==> config.mk <==
export PLATFORM = sky130hd
export DESIGN_NAME = uart_tx_feeder
export DESIGN_NICKNAME = d
export VERILOG_FILES = /design/src/rtl/uart_pkg.sv /design/src/rtl/sync_fifo.sv /design/src/rtl/uart_tx_feeder.sv
export SDC_FILE = /design/constraint.sdc
export NUM_CORES = 1
export LEC_CHECK = 0
export CAP_MARGIN = 20
export CORE_MARGIN = 2
export CORE_UTILIZATION = 58
export CTS_CLUSTER_SIZE = 28
export DETAILED_ROUTE_END_ITERATION = 8
export PLACE_DENSITY_LB_ADDON = 0.25
export SLEW_MARGIN = 5
export SYNTH_ARGS = -nofsm -noshare
export SYNTH_HDL_FRONTEND = slang
export SYNTH_HIERARCHICAL = 1
export SYNTH_SLANG_ARGS = --single-unit
==> constraint.sdc <==
create_clock -name clk -period 3.7 [get_ports clk]
set_input_delay 0.37 -clock clk [delete_from_list [all_inputs] [get_ports clk]]
set_output_delay 0.37 -clock clk [all_outputs]
set_load 0.1 [all_outputs]
==> src/rtl/uart_pkg.sv <==
// Shared constants and state encoding for the UART transmit feeder.
package uart_pkg;

  localparam int BYTE_W           = 8;
  localparam int FRAME_CYCLES_DEF = 10;
  localparam int GUARD_CYCLES_DEF = 2;

  typedef enum logic [1:0] {
    IDLE  = 2'd0,
    LOAD  = 2'd1,
    PULSE = 2'd2,
    WAIT  = 2'd3
  } state_t;

  function automatic int max_int(input int a, input int b);
    return (a > b) ? a : b;
  endfunction

endpackage

==> src/rtl/sync_fifo.sv <==
// Circular byte FIFO with sticky overflow; a push into a full queue is
// still accepted when a pop happens on the same edge.
module sync_fifo
  import uart_pkg::*;
#(
  parameter int DEPTH = 8,
  parameter int PTR_W = 3
) (
  input  logic              clk,
  input  logic              rst_n,
  input  logic              wr_en,
  input  logic [BYTE_W-1:0] wr_data,
  input  logic              rd_en,
  output logic [BYTE_W-1:0] rd_data,
  output logic              full,
  output logic              empty,
  output logic [PTR_W:0]    count,
  output logic              overflow
);

  logic [BYTE_W-1:0] mem [DEPTH];
  logic [PTR_W-1:0]  wr_ptr_reg;
  logic [PTR_W-1:0]  rd_ptr_reg;
  logic [PTR_W:0]    count_reg;
  logic              overflow_reg;
  logic              push_ok;
  logic              pop;

  assign full     = (count_reg == (PTR_W+1)'(DEPTH));
  assign empty    = (count_reg == '0);
  assign count    = count_reg;
  assign overflow = overflow_reg;
  assign rd_data  = mem[rd_ptr_reg];

  assign pop     = rd_en && !empty;
  assign push_ok = wr_en && (!full || pop);

  // Storage carries no reset so it maps onto plain RAM.
  always_ff @(posedge clk) begin
    if (push_ok) begin
      mem[wr_ptr_reg] <= wr_data;
    end
  end

  always_ff @(posedge clk) begin
    if (!rst_n) begin
      wr_ptr_reg   <= '0;
      rd_ptr_reg   <= '0;
      count_reg    <= '0;
      overflow_reg <= 1'b0;
    end else begin
      if (push_ok) begin
        wr_ptr_reg <= wr_ptr_reg + 1'b1;
      end
      if (pop) begin
        rd_ptr_reg <= rd_ptr_reg + 1'b1;
      end
      if (push_ok && !pop) begin
        count_reg <= count_reg + 1'b1;
      end else if (pop && !push_ok) begin
        count_reg <= count_reg - 1'b1;
      end
      if (wr_en && !push_ok) begin
        overflow_reg <= 1'b1;
      end
    end
  end

endmodule

==> src/rtl/uart_tx_feeder.sv <==
// Drains queued bytes into the UART transmitter: present byte, strobe
// btn_n low, then wait out the frame plus guard time.
module uart_tx_feeder
  import uart_pkg::*;
#(
  parameter int DEPTH        = 8,
  parameter int PTR_W        = 3,
  parameter int PULSE_CYCLES = 1,
  parameter int FRAME_CYCLES = FRAME_CYCLES_DEF,
  parameter int GUARD_CYCLES = GUARD_CYCLES_DEF
) (
  input  logic              clk,
  input  logic              rst_n,
  input  logic              wr_en,
  input  logic [BYTE_W-1:0] wr_data,
  output logic              full,
  output logic              empty,
  output logic [PTR_W:0]    count,
  output logic              overflow,
  output logic [BYTE_W-1:0] tx_data,
  output logic              btn_n,
  output logic              busy
);

  localparam int WAIT_LEN = FRAME_CYCLES + GUARD_CYCLES;
  localparam int CNT_W    = $clog2(max_int(WAIT_LEN, PULSE_CYCLES) + 1);

  state_t            state_reg;
  logic [CNT_W-1:0]  cnt_reg;
  logic [BYTE_W-1:0] tx_data_reg;
  logic [BYTE_W-1:0] fifo_rd_data;
  logic              btn_n_reg;
  logic              busy_reg;
  logic              pop;

  assign pop = (state_reg == IDLE) && !empty;

  sync_fifo #(
    .DEPTH (DEPTH),
    .PTR_W (PTR_W)
  ) u_fifo (
    .clk      (clk),
    .rst_n    (rst_n),
    .wr_en    (wr_en),
    .wr_data  (wr_data),
    .rd_en    (pop),
    .rd_data  (fifo_rd_data),
    .full     (full),
    .empty    (empty),
    .count    (count),
    .overflow (overflow)
  );

  always_ff @(posedge clk) begin
    if (!rst_n) begin
      state_reg   <= IDLE;
      cnt_reg     <= '0;
      tx_data_reg <= '0;
      btn_n_reg   <= 1'b1;
      busy_reg    <= 1'b0;
    end else begin
      case (state_reg)
        IDLE: begin
          if (!empty) begin
            tx_data_reg <= fifo_rd_data;
            busy_reg    <= 1'b1;
            state_reg   <= LOAD;
          end
        end
        LOAD: begin
          btn_n_reg <= 1'b0;
          cnt_reg   <= CNT_W'(PULSE_CYCLES - 1);
          state_reg <= PULSE;
        end
        PULSE: begin
          if (cnt_reg == '0) begin
            btn_n_reg <= 1'b1;
            cnt_reg   <= CNT_W'(WAIT_LEN - 1);
            state_reg <= WAIT;
          end else begin
            cnt_reg <= cnt_reg - 1'b1;
          end
        end
        WAIT: begin
          // Never cut a frame short; the next pop happens only from IDLE.
          if (cnt_reg == '0) begin
            busy_reg  <= 1'b0;
            state_reg <= IDLE;
          end else begin
            cnt_reg <= cnt_reg - 1'b1;
          end
        end
        default: state_reg <= IDLE;
      endcase
    end
  end

  assign tx_data = tx_data_reg;
  assign btn_n   = btn_n_reg;
  assign busy    = busy_reg;

endmodule
Word level (Yosys, flattened, before mapping)
Memory sizes are Yosys's and may differ from the RTL's. A register that Yosys moved wholly into a read port is not among the register bits.
Cells that the tools add are included.
{"block": "classes", "n_addsub": 5, "eq_ne": 8, "n_mux": 16, "bitwise_logic": 1, "n_reduce_logical": 24}
{"operator": "4-bit 2-to-1 mux", "count": 4}
{"operator": "4-bit case mux with 3 select lines", "count": 1}
{"operator": "4-bit zero test", "count": 2}
{"operator": "2-bit != test, second input constant", "count": 4}
{"operator": "2-bit case mux with 4 select lines", "count": 1}
{"operator": "4-bit by 1-bit subtractor with 4-bit output, second input constant", "count": 2}
{"operator": "3-bit by 1-bit adder with 3-bit output, second input constant", "count": 2}
{"operator": "1-bit logical AND", "count": 6}
{"operator": "2-bit 2-to-1 mux", "count": 3}
{"operator": "2-bit AND reduction", "count": 3}
{"operator": "3-bit AND reduction", "count": 2}
{"operator": "2-bit nonzero test", "count": 3}
{"operator": "1-bit zero test", "count": 5}
{"operator": "1-bit 2-to-1 mux", "count": 5}
{"operator": "4-bit by 1-bit adder with 4-bit output, second input constant", "count": 1}
{"operator": "2-bit == test, second input constant", "count": 2}
{"operator": "4-bit == test, second input constant", "count": 1}
{"operator": "1-bit case mux with 2 select lines", "count": 2}
{"operator": "3-bit nonzero test", "count": 1}
{"operator": "2-bit by 1-bit == test with 1-bit output, second input constant", "count": 1}
{"operator": "2-bit zero test", "count": 1}
{"operator": "1-bit logical OR", "count": 1}
{"operator": "1-bit NOT", "count": 1}
{"block": "word_totals", "register_bits": 19, "ramBits": 64, "inputBits": 11, "out_inout_bits": 17, "word_cells": 63, "mem_count": 1}
{"name": "u_fifo.mem", "depth": 8, "word_bits": 8, "read_ports": 1, "rd_ports_with_merged_regs": 1, "write_ports": 1, "line_no": "sync_fifo.sv:21", "text": "logic [BYTE_W-1:0] mem [DEPTH];"}

Depth between registers and ports, before layout
Gate-level depths: netlist (run 1).
{"block": "depth", "depth_word": 10, "mapped_depth": 14, "ltp_nobuf": 13}

Cells and area by module
Netlist (run 1), hierarchy kept.
{"module": "sync_fifo", "instances": 1, "cells_per_inst": 170, "area_each_um2": 3114.2, "seq_area_each_um2": 2202.1}
{"module": "uart_tx_feeder", "instances": 1, "cells_per_inst": 98, "area_each_um2": 845.8, "seq_area_each_um2": 320.3}

Least setup slack after synthesis (run 1)
Ideal clock, no wire load.
{"block": "synth_path", "path_type": "reg-to-reg", "startpoint": "register u_fifo.count_reg[1], in the netlist u_fifo/count[1]", "endpoint": "register u_fifo.count_reg[3], in the netlist u_fifo/count[3]", "setup_time_ns": 0.073, "t_arrival_ns": 6.198, "required_time_ns": 3.627, "setup_slack_ns": -2.570, "stages_incl_launch_ff": 14, "path_buffers": 1, "period_less_slack_ns": 6.270, "path_cell_list": "dfxtp_1 nor4_1 nand2b_1 buf_2 inv_2 o21ai_4 inv_1 ha_1 inv_1 ha_1 a21oi_1 a211oi_1 a31oi_1 mux2i_1"}
{"block": "synth_via", "elab_chain_cells": 9, "word_cells_on_any_way": 17, "classes_between": "add/sub (2); eq/ne (1); mux (2); reduce/logical (12)"}
{"item": "from (decl)", "line_no": "sync_fifo.sv:24", "text": "logic [PTR_W:0] count_reg;"}
{"item": "from (signal assigned)", "line_no": "sync_fifo.sv:59", "text": "count_reg <= count_reg + 1'b1;"}
{"item": "from (signal assigned)", "line_no": "sync_fifo.sv:61", "text": "count_reg <= count_reg - 1'b1;"}
{"item": "4-bit zero test (*)", "line_no": "sync_fifo.sv:30", "text": "assign empty = (count_reg == '0);"}
{"item": "named net empty", "line_no": "uart_tx_feeder.sv:17", "text": "output logic empty,"}
{"item": "1-bit zero test (*)", "line_no": "uart_tx_feeder.sv:36", "text": "assign pop = (state_reg == IDLE) && !empty;"}
{"item": "1-bit logical AND (*)", "line_no": "uart_tx_feeder.sv:36"}
{"item": "named net pop", "line_no": "uart_tx_feeder.sv:34", "text": "logic pop;"}
{"item": "1-bit logical AND (*)", "line_no": "sync_fifo.sv:35", "text": "assign pop = rd_en && !empty;"}
{"item": "1-bit logical OR (*)", "line_no": "sync_fifo.sv:36", "text": "assign push_ok = wr_en && (!full || pop);"}
{"item": "1-bit logical AND (*)", "line_no": "sync_fifo.sv:36"}
{"item": "named net u_fifo.push_ok", "line_no": "sync_fifo.sv:26", "text": "logic push_ok;"}
{"item": "1-bit zero test", "line_no": "sync_fifo.sv:60", "text": "end else if (pop && !push_ok) begin"}
{"item": "1-bit logical AND", "line_no": "sync_fifo.sv:60"}
{"item": "2-bit nonzero test (no source line)"}
The timed path passes the listed nets; every way through them passes the cells marked *. The select of a mux whose other input is x is not followed.
A chain may end at the register's enable or synchronous reset.

Worst setup path after layout (run 1)
{"block": "layout_path", "startpoint": "register u_fifo.count_reg[3], in the netlist u_fifo/count[3]", "endpoint": "register u_fifo.count_reg[3], in the netlist u_fifo/count[3]"}
{"block": "layout_via", "elab_chain_cells": 9, "word_cells_on_any_way": 17, "classes_between": "add/sub (2); eq/ne (1); mux (2); reduce/logical (12)"}
{"item": "4-bit zero test (*)", "line_no": "sync_fifo.sv:30"}
{"item": "1-bit zero test (*)", "line_no": "uart_tx_feeder.sv:36"}
{"item": "1-bit logical AND (*)", "line_no": "uart_tx_feeder.sv:36"}
{"item": "named net pop", "line_no": "uart_tx_feeder.sv:34"}
{"item": "1-bit logical AND (*)", "line_no": "sync_fifo.sv:35"}
{"item": "1-bit logical OR (*)", "line_no": "sync_fifo.sv:36"}
{"item": "1-bit logical AND (*)", "line_no": "sync_fifo.sv:36"}
{"item": "named net u_fifo.push_ok", "line_no": "sync_fifo.sv:26"}
{"item": "1-bit zero test", "line_no": "sync_fifo.sv:60"}
{"item": "1-bit logical AND", "line_no": "sync_fifo.sv:60"}
{"item": "2-bit nonzero test (no source line)"}
Marks and branches as above.

==> results.yml, run 1 <==
clock_network:
  cts_hold_repair.buffers: 0
  clockBufferDepth: 2
  cts_tree: "yes"
  clock_latency_ps: 370
  cts_buffers: 9
  path_clk_slew_ps: 90
  clockRootBuffer: "clkbuf_8"
  cts_setup_buffers: 0
  clock-sinks: 94
  cts_resized: 0
  cts-htree-levels: 3
critical_path:
  reg2reg_slack_ps: 600
  cp-start-kind: "flop"
  path_depth: 12
  critPathLaunch: "u_fifo/count[3]"
  crit_required_ps: 3990
  critical_path_buf_inv_count: 3
  reg2reg_depth: 12
  timing.rr.start: "u_fifo/count[3]"
  cp_top_family: "simple AND/OR/NAND/NOR gates"
  r2r-end: "u_fifo/count[3]"
  worstPathCellList: "nor4_4 > nand2b_1 > inv_2 > o21ai_4 > inv_1 > ha_1 > inv_1 > ha_1 > a21oi_1 > a211oi_1 > a31oi_1 > mux2i_1"
  path_max_fanout: 12
  cp.arrival_ps: 3390
  cpMaxStageDelayCell: "nor4_4"
  cp-end-kind: "flop"
  crit_end: "u_fifo/count[3]"
  crit_type: "reg -> reg"
  slowest_delay_ps: 400
final_layout:
  antenna_cells: 0
  fin_nets: 329
  final_util_pct: 68.5
  multi_input_area_um2: 1360
  num-fill-cells: 470
  seq_area_um2: 2530
  area_delta_synth_final_pct: 15.5
  final_cell_mix: "64 x edfxtp_1, 27 x nand2_1, 26 x dfxtp_1, 26 x clkdlybuf4s50_1, 16 x mux4_2"
  largest_register_ffs: 64
  layout-drive-gt1-share_pct: 19.7
  final_common_cell: "edfxtp_1"
floorplan:
  die_x_um: 86.6
  die_area_um2: 7500
  rows: 30
  io_pins: 28
  fp.dieH_um: 86.6
  core-area_um2: 6680
  initial_core_util_pct: 59.3
timing:
  skew_ps: 11.2
  period_share_pct: 83.9
  worst_slew_margin_rel_pct: 33.8
  finalCriticalPeriod_ps: 3100
  tns_ps: 0
  drv_slew: 0
  fin_ws_ps: 595
  fmax_ghz: 0.322
  worst_pin_slew_ps: 989
  grt_setup_unrepaired: "no"
  setup_viol: 0
  hold_violations: 0
yosys:
  synth_ff_type: "edfxtp_1"
  synth_edf_count: 64
  synth_cells: 268
  synth-seq-area-share_pct: 63.7
  synthesis.area_um2: 3960
  syn_nets: 292
  synth-async-reset-ratio_pct: 0
  yosysUniqueCellTypes: 44
  avgSynthCellArea_um2: 14.8
  yosysWarnings: 6
  ys_seq_elements: 94
detailed_routing:
  drtAntennaViolNets: 0
  vias_per_cell: 5.78
  wl_per_cell_um: 18.3
  drtIter0Drc: 146
  vias: 2249
  dr.pass1.iters: 4
  routed_wirelength_mm: 7.13
  drc_errors: 0
power:
  comb_power_share_pct: 42.6
  power.switching_uw: 1480
  internal-power_uw: 2110
  p_leak_uw: 0.00159
  finalPower_uw: 3590
  swShare_pct: 41.3
  ir_drop_mv: 0.442
  seqPwrFrac_pct: 38.7
  pwr-share-clk_pct: 18.7
  p_per_area_nw_per_um2: 785
grt:
  grt_overflow_total: 0
  grt_pass1_wl_mm: 11.6
  antenna_found_initial: 0
  grt_max_degree: 30
  grt_pass1_vias: 2284
  grt.total_usage_pct: 21.4
placement:
  place.port_buffers: 27
  pre_cts_slack_ps: 643
  gp_congestion: 0.802
  dpl.hpwl_mm: 4.67
hold_path:
  hold_path.class: "reg -> reg"
run:
  cap_violations: 0
status:
  outcome: "finished clean"
[worst min-delay path, delay by kind of cell, from the launching register on]
family	cells	cell delay, ps
AOI/OAI and AO/OA	1	50
and+or+nand+nor	1	60
DFF	1	330
[cell families (layout without fill, tap and decap cells)]
kind of cell	after synthesis	count (layout)	share of synthesized area, %
flip-flops	94	94	63.7
AND/OR/NAND/NOR	68	68	9.07
AO/OA/AOI/OAI	36	36	6.92
multiplexers	28	28	12.4
buffers and inverters	23	64	2.31
adder cells (fa/ha/maj)	13	13	4.30
XOR/XNOR	6	6	1.33
[power groups by stage]
stage          clock (µW)  combinational (µW)  sequential [µW]
2_1_floorplan           0                 790             1820
3_3_place_gp            0                1500             1410
3_5_place_dp            0                1520             1420
4_1_cts               684                1530             1390
5_1_grt               720                1650             1410
6_report              671                1530             1390
[layer usage]
metal	global-route usage, %	part of all wire, %
met5	0	0
met1	28.7	46
met4	9.94	2.1
met3	4.76	3.5
met2	33.8	48
[Yosys cell counts (all sizes together) (2+ instances only)]
cell type | number | area (µm²)
a211oi | 3 | 22.5
nand2 | 27 | 101
buf | 5 | 23.8
nor4 | 2 | 12.5
o21ai | 6 | 41.3
nand2b | 6 | 37.5
mux4 | 16 | 360
clkbuf | 5 | 18.8
nor2b | 3 | 18.8
and2 | 8 | 50.1
o21ba | 2 | 20.0
xnor2 | 5 | 43.8
a21boi | 8 | 60.1
mux2 | 8 | 90.1
o22ai | 2 | 12.5
mux2i | 4 | 40.0
or4b | 2 | 23.8
inv | 13 | 48.8
nor2 | 8 | 30.0
dfxtp | 30 | 601
nor3 | 4 | 20.0
ha | 12 | 150
o211ai | 2 | 15.0
edfxtp | 64 | 1920
a21oi | 6 | 30.0
nand3 | 4 | 20.0
[cell type report]
type / count / area share (%)
inverter: 13 / 1.07
sequential: 94 / 55.4
clock buffer: 9 / 2.71
tap: 80 / 2.19
clock inverter: 6 / 1.53
timing repair buffer: 36 / 7.33
multi-input combinational: 151 / 29.8
[how the worst min path moves through the flow]
stage | from | endpoint | slack, ps | cells after the start
finish | tx_data[7] | tx_data[7] | 480 | 2
global route | busy | busy | 490 | 2
CTS | tx_data[5] | tx_data[5] | 480 | 2
detailed placement | tx_data[7] | tx_data[7] | 460 | 2
global placement | tx_data[7] | tx_data[7] | 460 | 2
floorplan | state_reg[1] | state_reg[1] | 470 | 2
[through the flow]
stage / hold slack (ps) / instances / area, µm²
finish: 478 / 389 / 4570
floorplan: 468 / 268 / 3990
global placement: 456 / 374 / 4380
detailed placement: 460 / 374 / 4380
global route: 488 / 389 / 4570
CTS: 476 / 389 / 4570
(Power assumes the default switching activity.)
==> run 2: changes to the inputs <==
- clock period: 3.7 -> 3 ns (I/O delays scaled with it)
==> results.yml, run 2 (synthesis results as in run 1) <==
final_layout:
  largest_register_ffs: 64
  antenna_cells: 0
  seq_area_um2: 2530
  final_util_pct: 69.0
  multi_input_area_um2: 1390
  final_common_cell: "edfxtp_1"
  num-fill-cells: 469
  area_delta_synth_final_pct: 16.5
  final_cell_mix: "64 x edfxtp_1, 27 x nand2_1, 26 x dfxtp_1"
  layout-drive-gt1-share_pct: 26.1
  fin_nets: 333
clock_network:
  clock-sinks: 94
  clockBufferDepth: 2
  cts-htree-levels: 3
  clockRootBuffer: "clkbuf_8"
  cts_tree: "yes"
  cts_hold_repair.buffers: 0
  cts_setup_buffers: 0
  cts_buffers: 9
  cts_resized: 0
  path_clk_slew_ps: 90
  clock_latency_ps: 360
detailed_routing:
  dr.pass1.iters: 4
  vias_per_cell: 5.65
  wl_per_cell_um: 17.5
  routed_wirelength_mm: 6.90
  drtIter0Drc: 105
  drtAntennaViolNets: 0
  vias: 2225
  drc_errors: 0
power:
  ir_drop_mv: 0.539
  p_leak_uw: 0.00162
  p_per_area_nw_per_um2: 960
grt:
  antenna_found_initial: 0
  grt_pass1_vias: 2209
  grt_max_degree: 18
  grt_overflow_total: 0
  grt.total_usage_pct: 20.4
  grt_pass1_wl_mm: 11.2
critical_path:
  r2r-end: "u_fifo/count[3]"
  cp-end-kind: "flop"
  cp-start-kind: "flop"
  timing.rr.start: "u_fifo/count[2]"
  crit_required_ps: 3280
  cp.arrival_ps: 2880
  reg2reg_slack_ps: 400
  path_max_fanout: 12
  reg2reg_depth: 12
  crit_type: "reg -> reg"
timing:
  skew_ps: 8.92
  fmax_ghz: 0.385
  whs_ps: 457
  worst_slew_margin_rel_pct: 34.5
  finalCriticalPeriod_ps: 2600
  setup_viol: 0
  worst_pin_slew_ps: 979
  drv_slew: 0
  grt_setup_unrepaired: "no"
  period_share_pct: 86.5
  hold_violations: 0
  tns_ps: 0
floorplan:
  initial_core_util_pct: 59.3
  io_pins: 28
  die_x_um: 86.6
  rows: 30
  die_area_um2: 7500
  fp.dieH_um: 86.6
  core-area_um2: 6680
hold_path:
  whs_path_depth: 2
  hold_path_end: "tx_data[6]"
  hp-start: "tx_data[6]"
  hold_path.class: "reg -> reg"
placement:
  place.port_buffers: 27
  gp_congestion: 0.783
  dpl.hpwl_mm: 4.78
run:
  cap_violations: 0
status:
  outcome: "finished clean"
-- run 2: changes by cell type in the layout (fill, tap and decap cells not counted), sizes merged --
cell	delta
buf	+14
clkdlybuf4s50	-10
bufinv	-1
clkbuf	+1
clkinv	-1
clkinvlp	+1
inv	+1
-- run 2: cell type report --
type / count / area share, %
Sequential cell: 94 / 55.0
Multi-Input combinational cell: 151 / 30.1
Timing Repair Buffer: 40 / 7.38
Clock buffer: 10 / 2.98
Tap cell: 80 / 2.17
Inverter: 13 / 1.22
Clock inverter: 6 / 1.14
-- run 2: worst max-delay path by stage --
stage | start | end | slack [ps] | cells past startpoint
2_1_floorplan | u_fifo/count[3] | u_fifo/count[3] | -460 | 13
3_3_place_gp | u_fifo/count[3] | u_fifo/count[3] | 520 | 12
3_5_place_dp | u_fifo/count[3] | u_fifo/count[3] | 420 | 12
4_1_cts | u_fifo/count[3] | u_fifo/count[3] | 390 | 12
5_1_grt | u_fifo/count[3] | u_fifo/count[3] | 240 | 12
6_report | u_fifo/count[2] | u_fifo/count[3] | 400 | 12
-- run 2: power by group --
group / switching (µW) / total (µW) / internal, µW / leakage, µW
Sequential: 153 / 1710 / 1560 / 0.000829
Clock: 451 / 787 / 337 / 0.0000914
Combinational: 1250 / 1930 / 681 / 0.000697
Total: 1850 / 4430 / 2580 / 0.00162
-- run 2: worst max-delay path, stage by stage, from the launching register on --
cell and delay, ps:
dfxtp_4 390, nor4_4 390, nand2b_1 260, inv_6 90
o21ai_4 220, inv_2 90, ha_4 180, inv_4 70
ha_4 200, a21oi_2 150, a211oi_1 80, a31oi_1 180
mux2i_1 210
-- run 2: stage by stage --
step	power, µW	std cells	worst slack [ps]	cell area (µm²)
2_1_floorplan	3280	268	-462	4030
3_3_place_gp	3650	378	515	4420
3_5_place_dp	3680	378	424	4420
4_1_cts	4470	394	392	4610
5_1_grt	4670	394	239	4610
6_report	4430	394	404	4610
-- run 2: layer usage --
layer	vias up	share of wire, %	routed length, µm	track usage, %
met5	-	0	0	0
met4	0	1.3	92	8.52
met3	9	3.4	232	3.71
li1	1079	-	-	-
met1	1104	46	3160	28.6
met2	33	49	3410	32.0
==> edit 1, RTL diff (config.mk and constraints of run 2) <==
Change the package constant `GUARD_CYCLES_DEF` from 2 to 8.
--- a/src/rtl/uart_pkg.sv
+++ b/src/rtl/uart_pkg.sv
@@ -5,3 +5,3 @@
   localparam int FRAME_CYCLES_DEF = 10;
-  localparam int GUARD_CYCLES_DEF = 2;
+  localparam int GUARD_CYCLES_DEF = 8;
 
Check against the original RTL: same outputs for any inputs over 10 cycles, from zero or initial values and one cycle with rst_n low; that may be too few to reach the edited logic, so the function may still have changed.
==> edit 1 against run 2 <==
  * Synthesized area rose by 0.22%
  * Worst setup slack got worse by 0.13 ns
  * Worst hold slack got worse by 0.00063 ns
  * Cell count rose by 0.51%
  * Global-route usage rose by 0.58 points
  * Non-clock buffer count rose by 1
  * Power rose by 4.7%
  * Sequential cell count rose by 1
  * Wire length rose by 3.4%
  * Design area rose by 0.41%
  * Sequential share of layout area rose by 0.21 points
  * Count of clock-buffer cells in the layout did not move
  * Critical endpoint unchanged
==> edit 1: results <==
[yosys]
avgSynthCellArea_sq_um = 14.6
synth_cell_types = 45
synth_nets = 294
async_reset_ff_share_pct = 0
yosys.area.top_type_share_pct = 48.4
synth_edf_count = 64
synth_common_cells = "edfxtp_1 (64), dfxtp_1 (31), nand2_1 (28), mux4_2 (16), a21oi_1 (15)"
ys_seq_area_share_pct = 64.1
synth_area_leaders = "edfxtp_1 (48%), dfxtp_1 (16%), mux4_2 (9.1%)"

[timing]
final.setup.tns_ns = 0
hold_viol = 0
holdWs_ns = 0.457
slew_headroom_pct = 35.5
fin_skew_ns = 0.0116

[routing]
wl_per_cell_microns = 18.0
drtIter0Drc = 156
vias_per_cell = 5.71
firstDrtPassIters = 4

[clock_network]
clk_latency_ns = 0.36
post_cts_buffers = 0
cts-buffers-inserted = 9
clkTransAtPathRegs_ns = 0.09
cts_resized = 0
root_buffer = "clkbuf_8"

[grt]
grt_max_degree = 24
met2_usage_pct = 34.3
grtUsageTotal_pct = 21.0
grt_pass1_vias = 2288
use_met1_pct = 27.9
antenna_found_initial = 0
met3_usage_pct = 3.52
grt_pass1_wl_microns = 11600

[worst_setup_path]
r2r_cells = 12
cp_slowest_stage_delay_ns = 0.39
cpLargestDelayFamily = "compound AO/OA/AOI/OAI gates"
critPathSlowestCell = "dfxtp_4"
rr_startpoint = "u_fifo/count[2]$_SDFFE_PN0P_"
r2r_slack_ns = 0.27

[worst_hold_path]
worst_hold_path.endpoint = "tx_data[3]$_SDFFE_PN0P_"
hp-start = "tx_data[3]$_SDFFE_PN0P_"
min_path_type = "reg -> reg"

[pwr]
vdd_drop_max_mv = 0.441
leakagePower_nw = 1.65
p_switching_w = 0.00193

[place]
placedCellCount = 380
dpl.hpwl_microns = 4760
port_buffers = 27
postPlaceCellArea_sq_mm = 0.00444
place.gp.congestion = 0.794

[layout]
antenna_cells = 0
finalNonFillerCells = 396
nets = 334
drive_above_1_share_pct = 26.3

[run_status]
outcome = "finished, final reports clean"
-- edit 1: routing by layer --
metal | routed length (microns) | vias to the layer above
met1 | 3260 | 1105
met5 | 0 | -
met2 | 3510 | 42
li1 | - | 1100
met4 | 162 | 0
met3 | 201 | 15
-- edit 1: area by class of cell --
cell class	count	area [sq um]
Sequential cell	95	2550
Fill cell	477	2090
Multi-Input combinational cell	153	1380
Timing Repair Buffer	41	345
Clock buffer	10	128
Tap cell	80	100
Clock inverter	6	65.1
Inverter	11	56.3
-- edit 1: cell families (layout without fill, tap and decap cells) --
kind of cell	count (synthesis)	in the layout	share of synthesized area (%)
AO/OA/AOI/OAI	35	35	6.24
XOR/XNOR	6	6	1.32
adder cells (fa/ha/maj)	12	12	3.97
buffers and inverters	23	68	2.24
flip-flops	95	95	64.1
multiplexers	29	29	12.6
AND/OR/NAND/NOR	71	71	9.55
-- edit 1: worst max path at each step --
stage                                            start                      endpoint  slack (ns)  cells past startpoint
final                     u_fifo/count[2]$_SDFFE_PN0P_  u_fifo/count[3]$_SDFFE_PN0P_        0.27                     12
after detailed placement  u_fifo/count[2]$_SDFFE_PN0P_  u_fifo/count[3]$_SDFFE_PN0P_        0.39                     12
after floorplan           u_fifo/count[3]$_SDFFE_PN0P_  u_fifo/count[3]$_SDFFE_PN0P_       -0.48                     13
after global placement    u_fifo/count[2]$_SDFFE_PN0P_  u_fifo/count[3]$_SDFFE_PN0P_        0.45                     12
after CTS                 u_fifo/count[2]$_SDFFE_PN0P_  u_fifo/count[3]$_SDFFE_PN0P_        0.27                     12
after global routing      u_fifo/count[3]$_SDFFE_PN0P_  u_fifo/count[3]$_SDFFE_PN0P_        0.05                     12
-- edit 1: through the flow --
| step | worst slack, ns | util, % |
|---|---|---|
| CTS | 0.272 | 68.9 |
| global placement | 0.449 | 66.1 |
| detailed placement | 0.388 | 66.1 |
| global route | 0.0464 | 68.9 |
| finish | 0.269 | 68.9 |
| floorplan | -0.477 | - |
-- edit 1: worst min-delay path: stages, from the launching register on --
cell and delay (ns):
dfxtp_1 0.32, nand2_1 0.05, a21oi_1 0.05
-- edit 1: power groups by stage --
stage / Sequential (W) / Clock (W) / Combinational [W]
CTS: 0.00176 / 0.000844 / 0.00207
finish: 0.00176 / 0.000826 / 0.00205
detailed placement: 0.00179 / 0 / 0.00205
floorplan: 0.00228 / 0 / 0.00114
global placement: 0.00178 / 0 / 0.00202
global route: 0.00178 / 0.000893 / 0.00222
==> edit 2, RTL diff (flow settings as in run 2) <==
Without the edit above. Put a register stage on the output `count`. The value now appears one clock later. The other outputs are not delayed to match.
--- a/src/rtl/uart_tx_feeder.sv
+++ b/src/rtl/uart_tx_feeder.sv
@@ -27,2 +27,4 @@
 
+  logic [PTR_W:0] count_d;
+
   state_t            state_reg;
@@ -49,3 +51,3 @@
     .empty    (empty),
-    .count    (count),
+    .count    (count_d),
     .overflow (overflow)
@@ -101,2 +103,6 @@
 
+  always_ff @(posedge clk) begin
+    count <= count_d;
+  end
+
 endmodule
Behaviour: not the same (a bounded check fails within 4 cycles, from zero or initial values and one cycle with rst_n low).
==> edit 2 against run 2 <==
  * Via count rose by 0.63%
  * Worst setup slack worse by 0.024 ns
  * Sequential cell count rose by 4
  * Wire length unchanged
  * Power up 2.2%
  * Synthesized area grew 2.3%
  * Design area rose by 2.1%
  * Non-clock buffer count down 2
  * Clock power is 2% higher
  * Highest routed layer unchanged
==> edit 2: results <==
[routing]
vias_per_cell = 5.43
drtIter0Drc = 128
wl_per_cell_microns = 16.7
vias = 2239

[run_status]
outcome = "finished, final reports clean"

[layout]
largest_reg_flops = 64
flops_and_latches = 98
drive_above_1_share_pct = 22.8
nonClkBufAreaFrac_pct = 7.18
clock_area_share_pct = 3.96
nFillCells = 464
seqCellArea_sq_mm = 0.00261
multi_input_area_share_pct = 29.7
area_growth_pct = 16.1
n_all_buffers = 38
clkbuf_count = 12
largest_cell_class = "registers"
nets = 335

[grt]
grt_pass1_vias = 2207
grt_pass1_wl_microns = 11200
grtUsageTotal_pct = 20.0
grt_max_degree = 18

[yosys]
synth_nets = 297
ys_seq_area_share_pct = 64.2
synth_common_cells = "edfxtp_1 (64), dfxtp_1 (34), nand2_1 (27), mux4_2 (16)"
synth_cell_types = 46
synthXorXnorAreaFrac_pct = 1.30
netlist_instances = 273
ys_warn_count = 6
synthAdderAreaFrac_pct = 4.20
synth_compound_area_share_pct = 6.95
synth_area_leaders = "edfxtp_1 (47%), dfxtp_1 (17%), mux4_2 (8.9%)"
synth_mux_area_share_pct = 12.1

[place]
placedCellCount = 396
place_ws_ns = 0.435
postPlaceCellArea_sq_mm = 0.00452
dpl.hpwl_microns = 4500
place.gp.congestion = 0.736

[pwr]
vdd_drop_max_mv = 0.561
power_frac_seq_pct = 39.4
powerComb_w = 0.00194
internal_power_w = 0.00270
leakagePower_nw = 1.62
p_seq_w = 0.00178

[clock_network]
cts-buffers-inserted = 9
cts_hold_buffers = 0
htree_levels = 3
cts_resized = 0

[worst_setup_path]
critPathSlowestCell = "nor4_4"
arrival_ns = 2.89
r2r_slack_ns = 0.38
crit_fanout = 12
r2r_cells = 12
crit_required_ns = 3.27

[timing]
slew_headroom_pct = 35.1
fin_skew_ns = 0.00831

[worst_hold_path]
min_path_type = "reg -> reg"
hp-start = "u_fifo/count[3]$_SDFFE_PN0P_"

[floorplanning]
core_area_sq_mm = 0.00679
==> edit 2: how the worst min path moves through the flow <==
stage,end,slack (ns),cells after the start
final,count[3]$_DFF_P_,0.42,0
after global routing,count[3]$_DFF_P_,0.43,0
after CTS,count[3]$_DFF_P_,0.42,0
after detailed placement,count[3]$_DFF_P_,0.41,0
after global placement,count[3]$_DFF_P_,0.40,0
after floorplan,count[3]$_DFF_P_,0.39,0
==> edit 2: logic make-up (layout without fill, tap and decap cells) <==
kind of cell / Yosys count / after routing
AO/OA/AOI/OAI: 36 / 36
XOR/XNOR: 6 / 6
adder cells (fa/ha/maj): 13 / 13
buffers and inverters: 24 / 67
flip-flops: 98 / 98
multiplexers: 28 / 28
AND/OR/NAND/NOR: 68 / 68
==> edit 2: routing by layer <==
layer | up-vias | track usage (%) | wire (microns)
li1 | 1091 | - | -
met1 | 1118 | 29.7 | 3390
met2 | 26 | 29.3 | 3260
met3 | 4 | 4.62 | 157
met4 | 0 | 7.13 | 85
met5 | - | 0 | 0
